## src/rtl/net_bus_mux_n.sv

```systemverilog
// rtl/net_bus_mux_n.sv - N-port NetBus mux: DEST-steered write path, priority/round-robin read merge.
// Optional macro NETBUS_MUX_RR_STARVE_EN bounds how long real-time ports can starve round-robin ports.
module net_bus_mux_n #(
    parameter int DATA_WIDTH = 4,
    parameter int PORTS = 7,
    parameter logic [PORTS-1:0] REAL_TIME_MASK = '0,
    parameter int DROP_CNT_WIDTH = 16,
    localparam int W = DATA_WIDTH * 9 + 14
) (
    input  logic                      CLK,
    input  logic                      RESETn,
    input  logic [W-1:0]              WDATA,
    input  logic                      WVALID,
    output logic                      WREADY,
    output logic [W-1:0]              RDATA,
    output logic                      RVALID,
    input  logic                      RREADY,
    output logic [PORTS*W-1:0]        M_WDATA,
    output logic [PORTS-1:0]          M_WVALID,
    input  logic [PORTS-1:0]          M_WREADY,
    input  logic [PORTS*W-1:0]        M_RDATA,
    input  logic [PORTS-1:0]          M_RVALID,
    output logic [PORTS-1:0]          M_RREADY,
    output logic [DROP_CNT_WIDTH-1:0] DROP_CNT
);

    typedef enum logic [1:0] {T_IDLE, T_FWD, T_DROP} tx_state_t;
    typedef enum logic {R_IDLE, R_LOCK} rx_state_t;

    tx_state_t                 tx_state, tx_next;
    logic [W-1:0]              wreg;
    logic                      wreg_valid;
    logic [3:0]                sel;
    logic [PORTS-1:0]          sel_oh;
    logic                      sel_ready, w_acc, w_last, dest_ok, w_load, drop_start;
    logic [3:0]                w_dest;
    logic [DROP_CNT_WIDTH-1:0] drop_cnt;

    always_comb begin
        sel_oh = '0;
        for (int k = 0; k < PORTS; k++) sel_oh[k] = (sel == 4'(k));
    end

    assign w_dest     = WDATA[W-1:W-4];
    assign w_last     = WDATA[W-5];
    assign dest_ok    = ({1'b0, w_dest} < 5'(PORTS));
    assign sel_ready  = |(sel_oh & M_WREADY);
    assign WREADY     = (tx_state == T_DROP) | ~wreg_valid | sel_ready;
    assign w_acc      = WVALID & WREADY;
    assign w_load     = w_acc & (((tx_state == T_IDLE) & dest_ok) | (tx_state == T_FWD));
    assign drop_start = w_acc & (tx_state == T_IDLE) & ~dest_ok;

    always_comb begin
        tx_next = tx_state;
        case (tx_state)
            T_IDLE:        if (w_acc && !w_last) tx_next = dest_ok ? T_FWD : T_DROP;
            T_FWD, T_DROP: if (w_acc && w_last) tx_next = T_IDLE;
            default:       tx_next = T_IDLE;
        endcase
    end

    // sel moves only when a new frame's first word loads, so the old word drains first
    always_ff @(posedge CLK or negedge RESETn) begin
        if (!RESETn) begin
            tx_state   <= T_IDLE;
            wreg       <= '0;
            wreg_valid <= 1'b0;
            sel        <= '0;
            drop_cnt   <= '0;
        end else begin
            tx_state <= tx_next;
            if (w_load) begin
                wreg       <= WDATA;
                wreg_valid <= 1'b1;
            end else if (sel_ready) begin
                wreg_valid <= 1'b0;
            end
            if (w_load && tx_state == T_IDLE) sel <= w_dest;
            if (drop_start && drop_cnt != '1) drop_cnt <= drop_cnt + 1'b1;
        end
    end

    assign M_WDATA  = {PORTS{wreg}};
    assign M_WVALID = sel_oh & {PORTS{wreg_valid}};
    assign DROP_CNT = drop_cnt;

    rx_state_t        rx_state, rx_next;
    logic [3:0]       gnt, rr_ptr, rt_gnt, rr_gnt, arb_gnt;
    logic [PORTS-1:0] gnt_oh, rt_req, nrt_req;
    logic             rt_found, rr_found, arb_valid, arb_is_rt, starve_force;
    logic             mr_ready, r_acc, r_last, gnt_is_rt;
    logic [W-1:0]     r_word, rreg;
    logic             rreg_valid;

    assign rt_req  = M_RVALID & REAL_TIME_MASK;
    assign nrt_req = M_RVALID & ~REAL_TIME_MASK;

    always_comb begin
        rt_found = 1'b0;
        rt_gnt   = '0;
        rr_found = 1'b0;
        rr_gnt   = '0;
        for (int k = PORTS - 1; k >= 0; k--) begin
            if (rt_req[k]) begin
                rt_found = 1'b1;
                rt_gnt   = 4'(k);
            end
        end
        for (int i = 1; i <= PORTS; i++) begin
            if (!rr_found && ((nrt_req >> ((int'(rr_ptr) + i) % PORTS)) & PORTS'(1)) != '0) begin
                rr_found = 1'b1;
                rr_gnt   = 4'((int'(rr_ptr) + i) % PORTS);
            end
        end
    end

`ifdef NETBUS_MUX_RR_STARVE_EN
    logic [3:0] starve_cnt;

    // after 8 real-time wins over waiting round-robin ports, one round-robin pick is forced
    assign starve_force = (starve_cnt >= 4'd8) & rr_found;

    always_ff @(posedge CLK or negedge RESETn) begin
        if (!RESETn)
            starve_cnt <= '0;
        else if (rx_state == R_IDLE && arb_valid)
            starve_cnt <= (arb_is_rt && |nrt_req) ? starve_cnt + 4'd1 : 4'd0;
    end
`else
    assign starve_force = 1'b0;
`endif

    assign arb_valid = rt_found | rr_found;
    assign arb_is_rt = rt_found & ~starve_force;
    assign arb_gnt   = arb_is_rt ? rt_gnt : rr_gnt;

    always_comb begin
        gnt_oh = '0;
        r_word = '0;
        for (int k = 0; k < PORTS; k++) begin
            gnt_oh[k] = (gnt == 4'(k));
            if (gnt == 4'(k)) r_word = M_RDATA[k*W +: W];
        end
    end

    assign gnt_is_rt = |(gnt_oh & REAL_TIME_MASK);
    assign mr_ready  = (rx_state == R_LOCK) & (~rreg_valid | RREADY);
    assign M_RREADY  = gnt_oh & {PORTS{mr_ready}};
    assign r_acc     = |(M_RREADY & M_RVALID);
    assign r_last    = r_word[W-5];

    always_comb begin
        rx_next = rx_state;
        case (rx_state)
            R_IDLE:  if (arb_valid) rx_next = R_LOCK;
            R_LOCK:  if (r_acc && r_last) rx_next = R_IDLE;
            default: rx_next = R_IDLE;
        endcase
    end

    always_ff @(posedge CLK or negedge RESETn) begin
        if (!RESETn) begin
            rx_state   <= R_IDLE;
            gnt        <= '0;
            rr_ptr     <= 4'(PORTS - 1);
            rreg       <= '0;
            rreg_valid <= 1'b0;
        end else begin
            rx_state <= rx_next;
            if (rx_state == R_IDLE && arb_valid) gnt <= arb_gnt;
            if (r_acc) begin
                rreg       <= r_word;
                rreg_valid <= 1'b1;
            end else if (RREADY) begin
                rreg_valid <= 1'b0;
            end
            if (r_acc && r_last && !gnt_is_rt) rr_ptr <= gnt;
        end
    end

    assign RDATA  = rreg;
    assign RVALID = rreg_valid;

endmodule

```

## config.mk

```make
export PLATFORM = sky130hd
export DESIGN_NAME = net_bus_mux_n
export DESIGN_NICKNAME = d
export VERILOG_FILES = /design/src/rtl/net_bus_mux_n.sv
export SDC_FILE = /design/constraint.sdc
export NUM_CORES = 1
export LEC_CHECK = 0
export CAP_MARGIN = 0
export CORE_AREA = 2 2 330 332
export CTS_CLUSTER_SIZE = 12
export DETAILED_ROUTE_END_ITERATION = 6
export DIE_AREA = 0 0 332 334
export PLACE_DENSITY = 0.37
export SLEW_MARGIN = 20
export SYNTH_ARGS = -nofsm -noshare
export SYNTH_HDL_FRONTEND = slang
export SYNTH_SLANG_ARGS = --single-unit
```

## constraint.sdc

```tcl
create_clock -name CLK -period 13.1 [get_ports CLK]
set_input_delay 1.965 -clock CLK [delete_from_list [all_inputs] [get_ports CLK]]
set_output_delay 1.965 -clock CLK [all_outputs]
set_load 0.01 [all_outputs]
```

# After elaboration in Yosys (flattened, before gate mapping)
# Cells that the tools add are included.
# classes
n_addsub,8
div_mod_pow,7
n_lt_le_gt_ge,1
eq_ne,17
n_shift,7
muxes,32
bitwise,18
reduce_logical,28
# op_table
cell,count
$mux 50,7
$mod 32x4->32 const B,7
$shr 7x32->1,7
$and 7x7->7,4
$mux 4,7
$eq 4x3->1 const B,6
$add 4x3->5 const B,4
$add 16x1->16 const B,1
$eq 4x2->1 const B,4
$ne 16x16->1 const B,1
$reduce_or 7->1,2
$mux 1,13
$logic_and 1x1->1,12
$add 4x2->5 const B,2
$eq 4x1->1 const B,2
$logic_not 4->1,2
$logic_not 1->1,7
$and 1x1->1,6
$mux 2,3
$add 4x1->5 const B,1
$lt 4x3->1 const B,1
$not 1->1,4
$or 1x1->1,4
$pmux 2 s2,1
other kinds (9),10
# word_totals
reg_bits,133
in_bits,418
wordCells,128

# Logic depth before layout (Yosys ltp)
# Gate-level depths: netlist of the first run.
# logic_depth
word_depth,24
ltp_mapped,32

# Worst setup path before layout of the first run
# No wires, ideal clock.
# synth_path
path_type,flip-flop to flip-flop
from,register rr_ptr[0]
to,register gnt[1]
setup_time_ns,0.132
arrival_time_ns,6.636
setup_slack_ns,6.332
stages_incl_launch_ff,33
n_path_buf,7
period_less_slack_ns,6.768
cell_sequence,dfrtp_1 -> buf_2 -> buf_1 -> buf_1 -> clkbuf_1 -> inv_1 -> ha_1 -> xor2_1 -> inv_1 -> ha_1 -> buf_2 -> a21oi_1 -> xnor2_1 -> inv_1 -> ha_1 -> a21boi_1 -> o21ai_0 -> a41o_1 -> o22a_1 -> buf_6 -> xnor2_1 -> ha_1 -> clkbuf_1 -> inv_1 -> a21oi_1 -> o211ai_1 -> o41ai_1 -> a311oi_1 -> nand3_1 -> a311o_1 -> o41a_1 -> mux2i_1 -> o31ai_1
# synth_between
elab_chain_cells,23
elab_cells_between_ends,48
cone_classes,add/sub: 7; div: 7; shift: 7; mux: 14; reduce/logical: 13
# synth_lines
item,line,source
from (decl),88,"logic [3:0] gnt, rr_ptr, rt_gnt, rr_gnt, arb_gnt;"
from (signal assigned),165,rr_ptr <= 4'(PORTS - 1);
from (signal assigned),177,if (r_acc && r_last && !gnt_is_rt) rr_ptr <= gnt;
$add 4x1->5,"110, 112",
$mod 32x4->32,"110, 112",
$shr 7x32->1,110,if (!rr_found && ((nrt_req >> ((int'(rr_ptr) + i) % PORTS)) & PORTS'(1)) != '0) begin
$mux 1,110,
$logic_not 1->1,110,
$logic_and 1x1->1,110,
$mux 1,110,
$logic_not 1->1,110,
[... 7 more ...],n/a,
$mux 1,110,
$logic_not 1->1,110,
$logic_and 1x1->1,110,
$mux 1,110,
$logic_not 1->1,110,
$logic_and 1x1->1,110,
$mux 1,110,
$logic_and 1x1->1,170,if (rx_state == R_IDLE && arb_valid) gnt <= arb_gnt;
to (signal assigned),170,
to (decl),88,
# Parallel ways exist; a longest one is shown, timed or not.
# A chain may end at the register's enable or synchronous reset.

# Final worst setup path of the first run
# layout_path
from,register rr_ptr[1]
to,register gnt[0]
# The elaborated chain is that of the path after synthesis.

==> out/metrics.csv, run 1 <==
metric,value,unit
Post-Place Worst Slack,5.97,ns
row cnt,121,
worst reg2reg path depth,25,
setup repair after global routing missed its margin,false,
Mapped Nets,2036,
Die X,332,um
Finished Layout Cells,3511,
TritonRoute pass-1 iters,7,
RD Place Congestion,0.855,
Post-synth EDFFs,0,
Post-synth top flop,dfrtp_1,
htree depth,4,
post-synthesis cell type with the largest combined area,dfrtp_1,
"CTS clk-pin slew, worst paths",0.08,ns
vias in the first global route,14500,
Final Hold Viols,0,
"flops & latches, synth",133,
core area,0.108,mm^2
fin crit share,56.2,%
max cap viols,0,
CP endpoint,gnt[0],
Via Count,14800,
P per Cell Area,292,mW/mm^2
status,finished clean,
fraction of registers with async set/reset,100,%
dpl cells,3474,
setup TNS,0,ns
WP data required,13.47,ns
Setup crit start,rr_ptr[1],
die area,0.111,mm^2
f_max,0.136,GHz
cell count after synthesis,1583,
CTS hold repair buffers,0,
fin. max-slew vios,0,
worst skew pair latency,0.50,ns
CP Class,reg -> reg,
Final Cell Area,0.0219,mm^2
placed cell areas,0.0212,mm^2
CTS Root Cell,clkbuf_16,
DRT antenna net count,0,
CTS Buf Count,17,
Worst Clk Skew,0.0128,ns
first-pass GRT wire length,127000,um
worst reg2reg path startpoint,rr_ptr[1],
largest net degree at the start of global routing,72,
per-cell routed wire length,27.5,um
R2R Setup Slk,5.74,ns
CTS Sinks,133,
post-synth cell types,104,
initial antenna violation count,32,
"most common cell after layout, fill and taps aside",clkdlybuf4s50_1,
layout cells sized above 1,7.50,%
Synth Area per Inst,8.47,um^2
port bufs,849,
Layout Nets,2533,
post-CTS sizing,0,
fin worst setup slack,5.74,ns
Critical Path End Type,flop,
worst slew pin tran,1.05,ns
Area contributors post-synth,"dfrtp_1 24%, buf_4 17%, mux2_2 5.1%",
CTS tree,done,
Area growth syn-to-layout,63.1,%
DRC viols,0,
Lkg Pwr,0.00791,uW
Post-Syn Area,0.0134,mm^2
"Setup violations, final",0,
Rel. slew slack,29.8,%
YS warnings,0,
Final Total Pwr,6390,uW
most frequent cells in the layout,"848 x clkdlybuf4s50_1, 130 x dfrtp_1, 129 x nand2_1",
Synth top area share,24.5,%
Iteration-0 DRC Markers,1123,
Filler Cell Count,11900,
Post-DP HPWL,80000,um
crit-path max FO,20,
Ports,850,
Total GRT Usage,16.8,%
Crit path arrival time,7.73,ns
total wire length,96700,um
Starting Density,12.4,%
grt ovf,0,
Tmin final,7.36,ns
r2r endpoint,gnt[0],
vias per cell,4.21,
Hold WC Path Type,reg -> reg,
Die Ht,334,um
Post-CTS Setup Inserts,0,
Setup crit start kind,flop,
"Seq/Total Area, Yosys",24.9,%
maximum VDD drop,108,uV
worst-case clock buffer depth,2,
final cells by class:
class,instances,area (um^2),area share (%)
clock inverter,12,145,0.664
tap,1414,1770,8.09
inverter,37,141,0.647
timing repair buffer,869,8660,39.6
antenna,5,12.5,0.0572
multi-input combinational,1022,7360,33.7
sequential,133,3330,15.3
clock buffer,19,433,1.98
per-stage QoR:
stage	utilization (%)	hold WS (ns)
finish	20.3	0.490
global placement	19.7	0.471
global route	20.3	0.526
detailed placement	19.7	0.484
floorplan	-	0.492
CTS	20.2	0.496
routing by layer:
metal / up-vias / share of wire [%] / track usage (%)
li1: 6571 / - / -
met2: 753 / 47 / 27.9
met3: 124 / 11 / 7.75
met1: 7308 / 38 / 18.8
met4: 42 / 3.0 / 5.69
met5: - / 0.27 / 0
cell families (layout without fill, tap and decap cells):
logic type / Yosys count / in the layout / synth area share [%]
buffers and inverters: 428 / 937 / 20.7
AOI/OAI and AO/OA: 424 / 424 / 23.6
and+or+nand+nor: 401 / 401 / 14.4
DFF: 133 / 133 / 24.9
muxes: 124 / 124 / 10.2
xor gates and xnor gates: 37 / 37 / 2.78
adders and majority gates: 36 / 36 / 3.40
other: 0 / 5 / 0
Yosys cell counts (all sizes together), types with 11 or more instances:
cell type,count
a41oi,21
and3,13
o211ai,13
and2,12
xnor2,31
ha,34
inv,36
a221oi,34
nor3,26
clkbuf,70
o21ai,75
dfrtp,131
a222oi,42
a22oi,30
a21oi,52
nor2,106
nand2,130
nor2b,14
mux2,61
nand2b,19
nand3,21
a31oi,41
buf,321
mux2i,59
a211oi,11
sequential cells by signal (all words and copies together), names as in the netlist:
| name | flops |
|---|---|
| RDATA | 50 |
| wreg | 50 |
| DROP_CNT | 16 |
| gnt | 4 |
| rr_ptr | 4 |
| sel | 4 |
| tx_state | 2 |
| RVALID | 1 |
| rx_state | 1 |
| wreg_valid | 1 |
report_power, final:
part	switching (uW)	internal (uW)	total (uW)	leakage, uW
Combinational	2520	2190	4710	0.00606
Clock	244	283	527	0.000281
Sequential	549	606	1160	0.00157
worst max-delay path: stages, from the launching register on:
cell	delay, ns
dfstp_2	0.85
clkinv_1	0.55
ha_1	0.47
xor2_1	0.38
inv_1	0.12
ha_1	0.30
a21oi_1	0.23
xnor2_1	0.20
inv_1	0.17
ha_1	0.31
a21boi_1	0.17
a21boi_0	0.16
o2bb2ai_1	0.20
o22a_1	0.43
xnor2_1	0.17
ha_1	0.35
inv_1	0.17
a21oi_1	0.06
o211ai_1	0.08
o41ai_1	0.10
a311oi_1	0.27
nand3_1	0.17
a311o_1	0.49
nor3_1	0.35
a211oi_1	0.11
a221o_1	0.34
worst min-delay path by stage:
| stage | from | end | slack (ns) | cells after the start |
|---|---|---|---|---|
| after global placement | DROP_CNT[12] | DROP_CNT[12] | 0.47 | 1 |
| final | DROP_CNT[12] | DROP_CNT[12] | 0.49 | 1 |
| after CTS | DROP_CNT[12] | DROP_CNT[12] | 0.50 | 1 |
| after detailed placement | DROP_CNT[12] | DROP_CNT[12] | 0.48 | 1 |
| after global routing | DROP_CNT[5] | DROP_CNT[5] | 0.53 | 1 |
| after floorplan | tx_state[1] | tx_state[1] | 0.49 | 2 |
Power figures use the tool's default switching activity.
==> run 2: changes to the inputs <==
--- a/config.mk
+++ b/config.mk
@@ -6,11 +6,11 @@
 export NUM_CORES = 1
 export LEC_CHECK = 0
 export CAP_MARGIN = 0
-export CORE_AREA = 2 2 330 332
+export CORE_AREA = 2 2 332 334
 export CTS_CLUSTER_SIZE = 12
 export DETAILED_ROUTE_END_ITERATION = 6
-export DIE_AREA = 0 0 332 334
-export PLACE_DENSITY = 0.37
+export DIE_AREA = 0 0 334 336
+export PLACE_DENSITY = 0.38
 export SLEW_MARGIN = 20
 export SYNTH_ARGS = -nofsm -noshare
 export SYNTH_HDL_FRONTEND = slang
==> constraint.sdc (replaced) <==
create_clock -name CLK -period 6.5 [get_ports CLK]
set_input_delay 0.975 -clock CLK [delete_from_list [all_inputs] [get_ports CLK]]
set_output_delay 0.975 -clock CLK [all_outputs]
set_load 0.01 [all_outputs]
==> run 2 against run 1 <==
  * Combinational power is 110% higher
  * Clock-buffer cell count is 1 higher
  * Final cell count is 0.71% higher
  * Clock power is 95% higher
  * Clock skew is 0.0081 ns higher
  * Critical path type unchanged
  * Critical endpoint is now gnt[1]
  * Largest power group unchanged
  * Highest routed layer unchanged
==> out/metrics.csv, run 2 (synthesized netlist as in run 1, its figures left out) <==
metric,value,unit,change
met3 WL post-DR,9520,um,-11%
CTS Sinks,133,,unchanged
Starting Density,12.4,%,-0.069 points
Via Count,14800,,-0.041%
layout cells sized above 1,8.93,%,+1.4 points
row cnt,121,,unchanged
routed wl met2,46300,um,+1.2%
Layout Nets,2557,,+0.95%
dpl cells,3499,,+0.72%
crit-path max cell delay,0.57,ns,-0.28 ns
Hold Path Depth,1,,unchanged
per-cell routed wire length,27.2,um,-1.1%
Worst Clk Skew,0.0209,ns,+0.00812 ns
Lkg Pwr,0.00804,uW,+1.7%
r2r endpoint,gnt[1],,
largest net degree at the start of global routing,101,,+40%
Finished Layout Cells,3536,,+0.71%
CTS hold repair buffers,0,,unchanged
Total GRT Usage,16.4,%,-0.36 points
"most common cell after layout, fill and taps aside",clkdlybuf4s50_1,,
DRT antenna net count,0,,unchanged
TritonRoute pass-1 iters,6,,-1
Crit path arrival time,6.46,ns,-1.27 ns
setup repair after global routing missed its margin,false,,
grt ovf,0,,unchanged
"most used cell, CP",ha_1,,
Area growth syn-to-layout,65.0,%,
core area,0.108,mm^2,+0.56%
Tmin final,6.08,ns,-1.28 ns
cell family with most CP delay,compound AO/OA/AOI/OAI gates,,
Post-CTS Setup Inserts,0,,unchanged
crit-path max FO,8,,-60%
worst reg2reg path depth,25,,unchanged
Rel. slew slack,35.6,%,+5.8 points
port bufs,849,,unchanged
"Setup violations, final",0,,unchanged
maximum VDD drop,284,uV,+160%
Final Hold Viols,0,,unchanged
P per Cell Area,594,mW/mm^2,+100%
RD Place Congestion,0.873,,+2.1%
WP data required,6.87,ns,-6.60 ns
setup TNS,0,ns,unchanged
worst reg2reg path startpoint,rr_ptr[1],,
initial antenna violation count,27,,-16%
max cap viols,0,,unchanged
Hold WC Path Type,reg -> reg,,
DRT met1 WL,37700,um,+1.6%
Ports,850,,unchanged
htree depth,4,,unchanged
CTS tree,done,,
worst slew pin tran,0.964,ns,-0.0890 ns
vias in the first global route,14600,,+0.41%
Critical Path End Type,flop,,
Setup crit start kind,flop,,
Crit path buffers/inverters,4,,unchanged
most frequent cells in the layout,"848 x clkdlybuf4s50_1, 129 x dfrtp_1, 129 x nand2_1",,
fin crit share,93.6,%,+37 points
worst-case clock buffer depth,2,,unchanged
Max Used Layer,met5,,
Iteration-0 DRC Markers,1028,,-8.5%
Post-DP HPWL,80000,um,about the same
Die Ht,336,um,+0.60%
first-pass GRT wire length,125000,um,-1.3%
CP Class,reg -> reg,,
worst skew pair latency,0.50,ns,about the same
vias per cell,4.18,,-0.75%
Die X,334,um,+0.60%
Setup crit start,rr_ptr[1],,
status,finished clean,,
R2R Setup Slk,0.42,ns,-5.32 ns
Final Cell Area,0.0221,mm^2,+1.2%
die area,0.112,mm^2,+1.2%
CTS Buf Count,17,,unchanged
CP endpoint,gnt[1],,
fin. max-slew vios,0,,unchanged
CP Depth,25,,unchanged
Post-Place Worst Slack,0.520,ns,-5.45 ns
placed cell areas,0.0215,mm^2,+1.1%
fin worst setup slack,0.418,ns,-5.32 ns
Crit-path slowest cell,dfstp_2,,
f_max,0.164,GHz,+21%
"CTS clk-pin slew, worst paths",0.08,ns,about the same
CTS Root Cell,clkbuf_16,,
total wire length,96300,um,-0.35%
DRC viols,0,,unchanged
==> run 2: changes by cell type in the layout (fill, tap and decap cells not counted), moves of 2 or more <==
cell       delta
buf_12        +3
bufinv_16     -2
clkbuf_1      -2
buf_4        +22
clkbuf_8      +3
inv_8         +2
dfrtp_2       +2
==> run 2: power by group <==
part           total (uW)  switching [uW]  leakage, uW  internal (uW)
sequential           2270            1050      0.00157           1220
combinational        9830            5230      0.00619           4600
clock                1030             502     0.000280            532
==> run 2: stage by stage <==
stage	util, %	hold slack [ns]	power [uW]
after detailed placement	19.8	0.489	12200
after global routing	20.4	0.515	14000
final	20.4	0.500	13100
after global placement	19.8	0.482	12100
after floorplan	-	0.492	7790
after CTS	20.4	0.503	13300
==> run 2: worst min-delay path by stage <==
stage | from | slack (ns) | to
floorplan | tx_state[1] | 0.49 | tx_state[1]
CTS | DROP_CNT[10] | 0.50 | DROP_CNT[10]
global route | DROP_CNT[10] | 0.51 | DROP_CNT[10]
global placement | DROP_CNT[12] | 0.48 | DROP_CNT[12]
detailed placement | DROP_CNT[10] | 0.49 | DROP_CNT[10]
finish | DROP_CNT[10] | 0.50 | DROP_CNT[10]
==> run 2: area by class of cell <==
class                           count  area (um^2)
Antenna cell                        5         12.5
Inverter                           37          141
Fill cell                       11900        86300
Multi-Input combinational cell   1022         7400
Sequential cell                   133         3330
Timing Repair Buffer              893         8880
Tap cell                         1414         1770
Clock inverter                     12          110
Clock buffer                       20          467
==> run 2: timing repair <==
item	4_1_cts	5_1_grt
endpoints found under the hold margin	0	0
endpoints found under the setup margin	0	2
resized for setup	0	5
==> run 2: metal layers <==
layer	vias to the layer above	global-route usage (%)
li1	6623	-
met1	7254	18.6
met2	752	27.8
met3	125	7.07
met4	38	4.76
met5	-	0
==> run 3: changes to the inputs <==
--- a/config.mk
+++ b/config.mk
@@ -7,11 +7,11 @@
 export LEC_CHECK = 0
 export CAP_MARGIN = 0
 export CORE_AREA = 2 2 332 334
+export CTS_CLUSTER_DIAMETER = 40
 export CTS_CLUSTER_SIZE = 12
 export DETAILED_ROUTE_END_ITERATION = 6
 export DIE_AREA = 0 0 334 336
 export PLACE_DENSITY = 0.38
-export SLEW_MARGIN = 20
 export SYNTH_ARGS = -nofsm -noshare
 export SYNTH_HDL_FRONTEND = slang
 export SYNTH_SLANG_ARGS = --single-unit
==> run 3 against run 2 <==
  * Fmax is 0.95% lower
  * Setup slack worse by 0.058 ns
  * Core utilization hardly changed
  * Clock-buffer cell count is 1 lower
  * Hold slack worse by 0.0031 ns
  * Critical path depth stayed put
  * Largest power group unchanged
  * Combinational power hardly changed
  * Critical path type unchanged
  * Largest cell class unchanged
  * Clock skew is 0.00090 ns higher
  * Sequential cell count stayed put
  * Global-route usage hardly changed
  * Via count is 0.24% higher
==> out/metrics.csv, run 3 (synthesized netlist as in run 1, its figures left out) <==
metric,value,unit,change
core area,0.108,mm^2,unchanged
port bufs,849,,unchanged
CTS Root Cell,clkbuf_16,,
Tmin final,6.14,ns,+0.0582 ns
grt ovf,0,,unchanged
WP data required,6.87,ns,about the same
Via Count,14800,,+0.24%
layout cells sized above 1,8.70,%,-0.23 points
CP Class,reg -> reg,,
Lkg Pwr,0.00803,uW,about the same
worst-case clock buffer depth,2,,unchanged
Hold WC Path Type,reg -> reg,,
r2r endpoint,gnt[2],,
total wire length,96600,um,+0.31%
CP endpoint,gnt[2],,
vias per cell,4.20,,+0.32%
P per Cell Area,596,mW/mm^2,+0.42%
M2 GR Usage,27.1,%,-0.72 points
RD Place Congestion,0.873,,unchanged
Layout Nets,2557,,unchanged
share of the core filled with cells,20.4,%,about the same
fin. max-slew vios,0,,unchanged
met1 usage,18.2,%,-0.42 points
Worst Clk Skew,0.0218,ns,+0.000897 ns
Die X,334,um,unchanged
row cnt,121,,unchanged
hold_ws,0.497,ns,-0.00308 ns
Critical Path End Type,flop,,
area of the multi-input gates,0.00739,mm^2,about the same
fin crit share,94.5,%,+0.90 points
status,finished clean,,
first-pass GRT wire length,125000,um,-0.17%
Iteration-0 DRC Markers,1044,,+1.6%
"most used cell, CP",ha_1,,
setup TNS,0,ns,unchanged
CTS Buf Count,17,,unchanged
Rel. slew slack,26.0,%,-9.6 points
worst skew pair latency,0.50,ns,about the same
CTS Sinks,133,,unchanged
Setup crit start,rr_ptr[2],,
largest net degree at the start of global routing,101,,unchanged
"Setup violations, final",0,,unchanged
"CTS clk-pin slew, worst paths",0.07,ns,about the same
Filler Cell Count,11900,,+0.20%
"most common cell after layout, fill and taps aside",clkdlybuf4s50_1,,
M3 GR Usage,7.82,%,+0.75 points
Total GRT Usage,16.4,%,about the same
CTS tree,done,,
worst slew pin tran,1.10,ns,+0.138 ns
worst reg2reg path depth,25,,unchanged
most frequent cells in the layout,"848 x clkdlybuf4s50_1, 129 x dfrtp_1, 129 x nand2_1",,
maximum VDD drop,283,uV,-0.40%
Final Hold Viols,0,,unchanged
Post-CTS Setup Inserts,0,,unchanged
per-cell routed wire length,27.4,um,+0.40%
Setup crit start kind,flop,,
max cap viols,0,,unchanged
Post-DP HPWL,80000,um,about the same
f_max,0.163,GHz,-0.95%
DRT antenna net count,0,,unchanged
worst reg2reg path startpoint,rr_ptr[2],,
initial antenna violation count,31,,+15%
die area,0.112,mm^2,unchanged
register area,0.00333,mm^2,unchanged
Die Ht,336,um,unchanged
busiest layer in global routing,met2,,
Crit-path slowest cell,dfstp_2,,
Area growth syn-to-layout,64.9,%,about the same
Ports,850,,unchanged
Final Total Pwr,13200,uW,+0.38%
Crit path arrival time,6.51,ns,+0.05 ns
htree depth,4,,unchanged
DRC viols,0,,unchanged
R2R Setup Slk,0.36,ns,-0.06 ns
crit-path max cell delay,0.69,ns,+0.12 ns
Starting Density,12.4,%,unchanged
crit-path max FO,14,,+6
TritonRoute pass-1 iters,6,,unchanged
vias in the first global route,14700,,+0.45%
[run 3: changes by cell type in the layout (fill, tap and decap cells not counted), sizes merged]
| cell | before | now |
|---|---|---|
| bufinv | 0 | 2 |
| diode | 5 | 3 |
| clkbuf | 20 | 19 |
| clkinvlp | 2 | 3 |
| inv | 43 | 40 |
[run 3: layout make-up]
cell class                      count  share of cell area, %
Multi-Input combinational cell   1022                   33.4
Tap cell                         1414                   8.00
Timing Repair Buffer              893                   40.2
Sequential cell                   133                   15.1
Clock buffer                       19                   1.96
Clock inverter                     12                  0.662
Inverter                           37                  0.640
Antenna cell                        3                 0.0340
[run 3: power breakdown]
group          total (uW)  switching [uW]  leakage [uW]  internal, uW
Sequential           2280            1060       0.00157          1220
Clock                1050             484      0.000273           569
Combinational        9850            5260       0.00619          4600
[run 3: critical path: cells and delay by family, from the launching register on]
kind	cells	cell delay, ns
AOI/OAI and AO/OA	11	2.38
xor gates and xnor gates	3	0.68
adders and majority gates	4	1.33
buffers and inverters	4	0.55
DFF	1	0.69
muxes	1	0.15
and+or+nand+nor	2	0.21
[run 3: stage by stage]
step | cell area [um^2] | setup WS, ns | std cells
final | 22100 | 0.360 | 3533
after global routing | 22100 | -0.00610 | 3531
after CTS | 22100 | 0.437 | 3530
after detailed placement | 21500 | 0.497 | 3499
after global placement | 21500 | 0.688 | 3499
after floorplan | 13400 | 0.0888 | 1583
[run 3: what timing repair did]
action                     in CTS  in global routing
resized for setup               0                  4
hold buffers                    0                  0
setup endpoints to repair       0                  2
[run 3: worst min-delay path by stage]
stage | from | to | slack (ns) | depth (start not counted)
detailed placement | DROP_CNT[10] | DROP_CNT[10] | 0.49 | 1
floorplan | tx_state[1] | tx_state[1] | 0.49 | 2
global placement | DROP_CNT[12] | DROP_CNT[12] | 0.48 | 1
global route | DROP_CNT[10] | DROP_CNT[10] | 0.51 | 1
finish | DROP_CNT[12] | DROP_CNT[12] | 0.50 | 1
CTS | DROP_CNT[10] | DROP_CNT[10] | 0.50 | 1
[run 3: layer usage]
layer  up-vias  wire length [um]  part of all wire [%]
met4        40              3520                   3.6
met3       141             10400                    11
met2       801             45500                    47
met1      7218             37000                    38
li1       6627                 -                     -
met5         -               259                  0.27
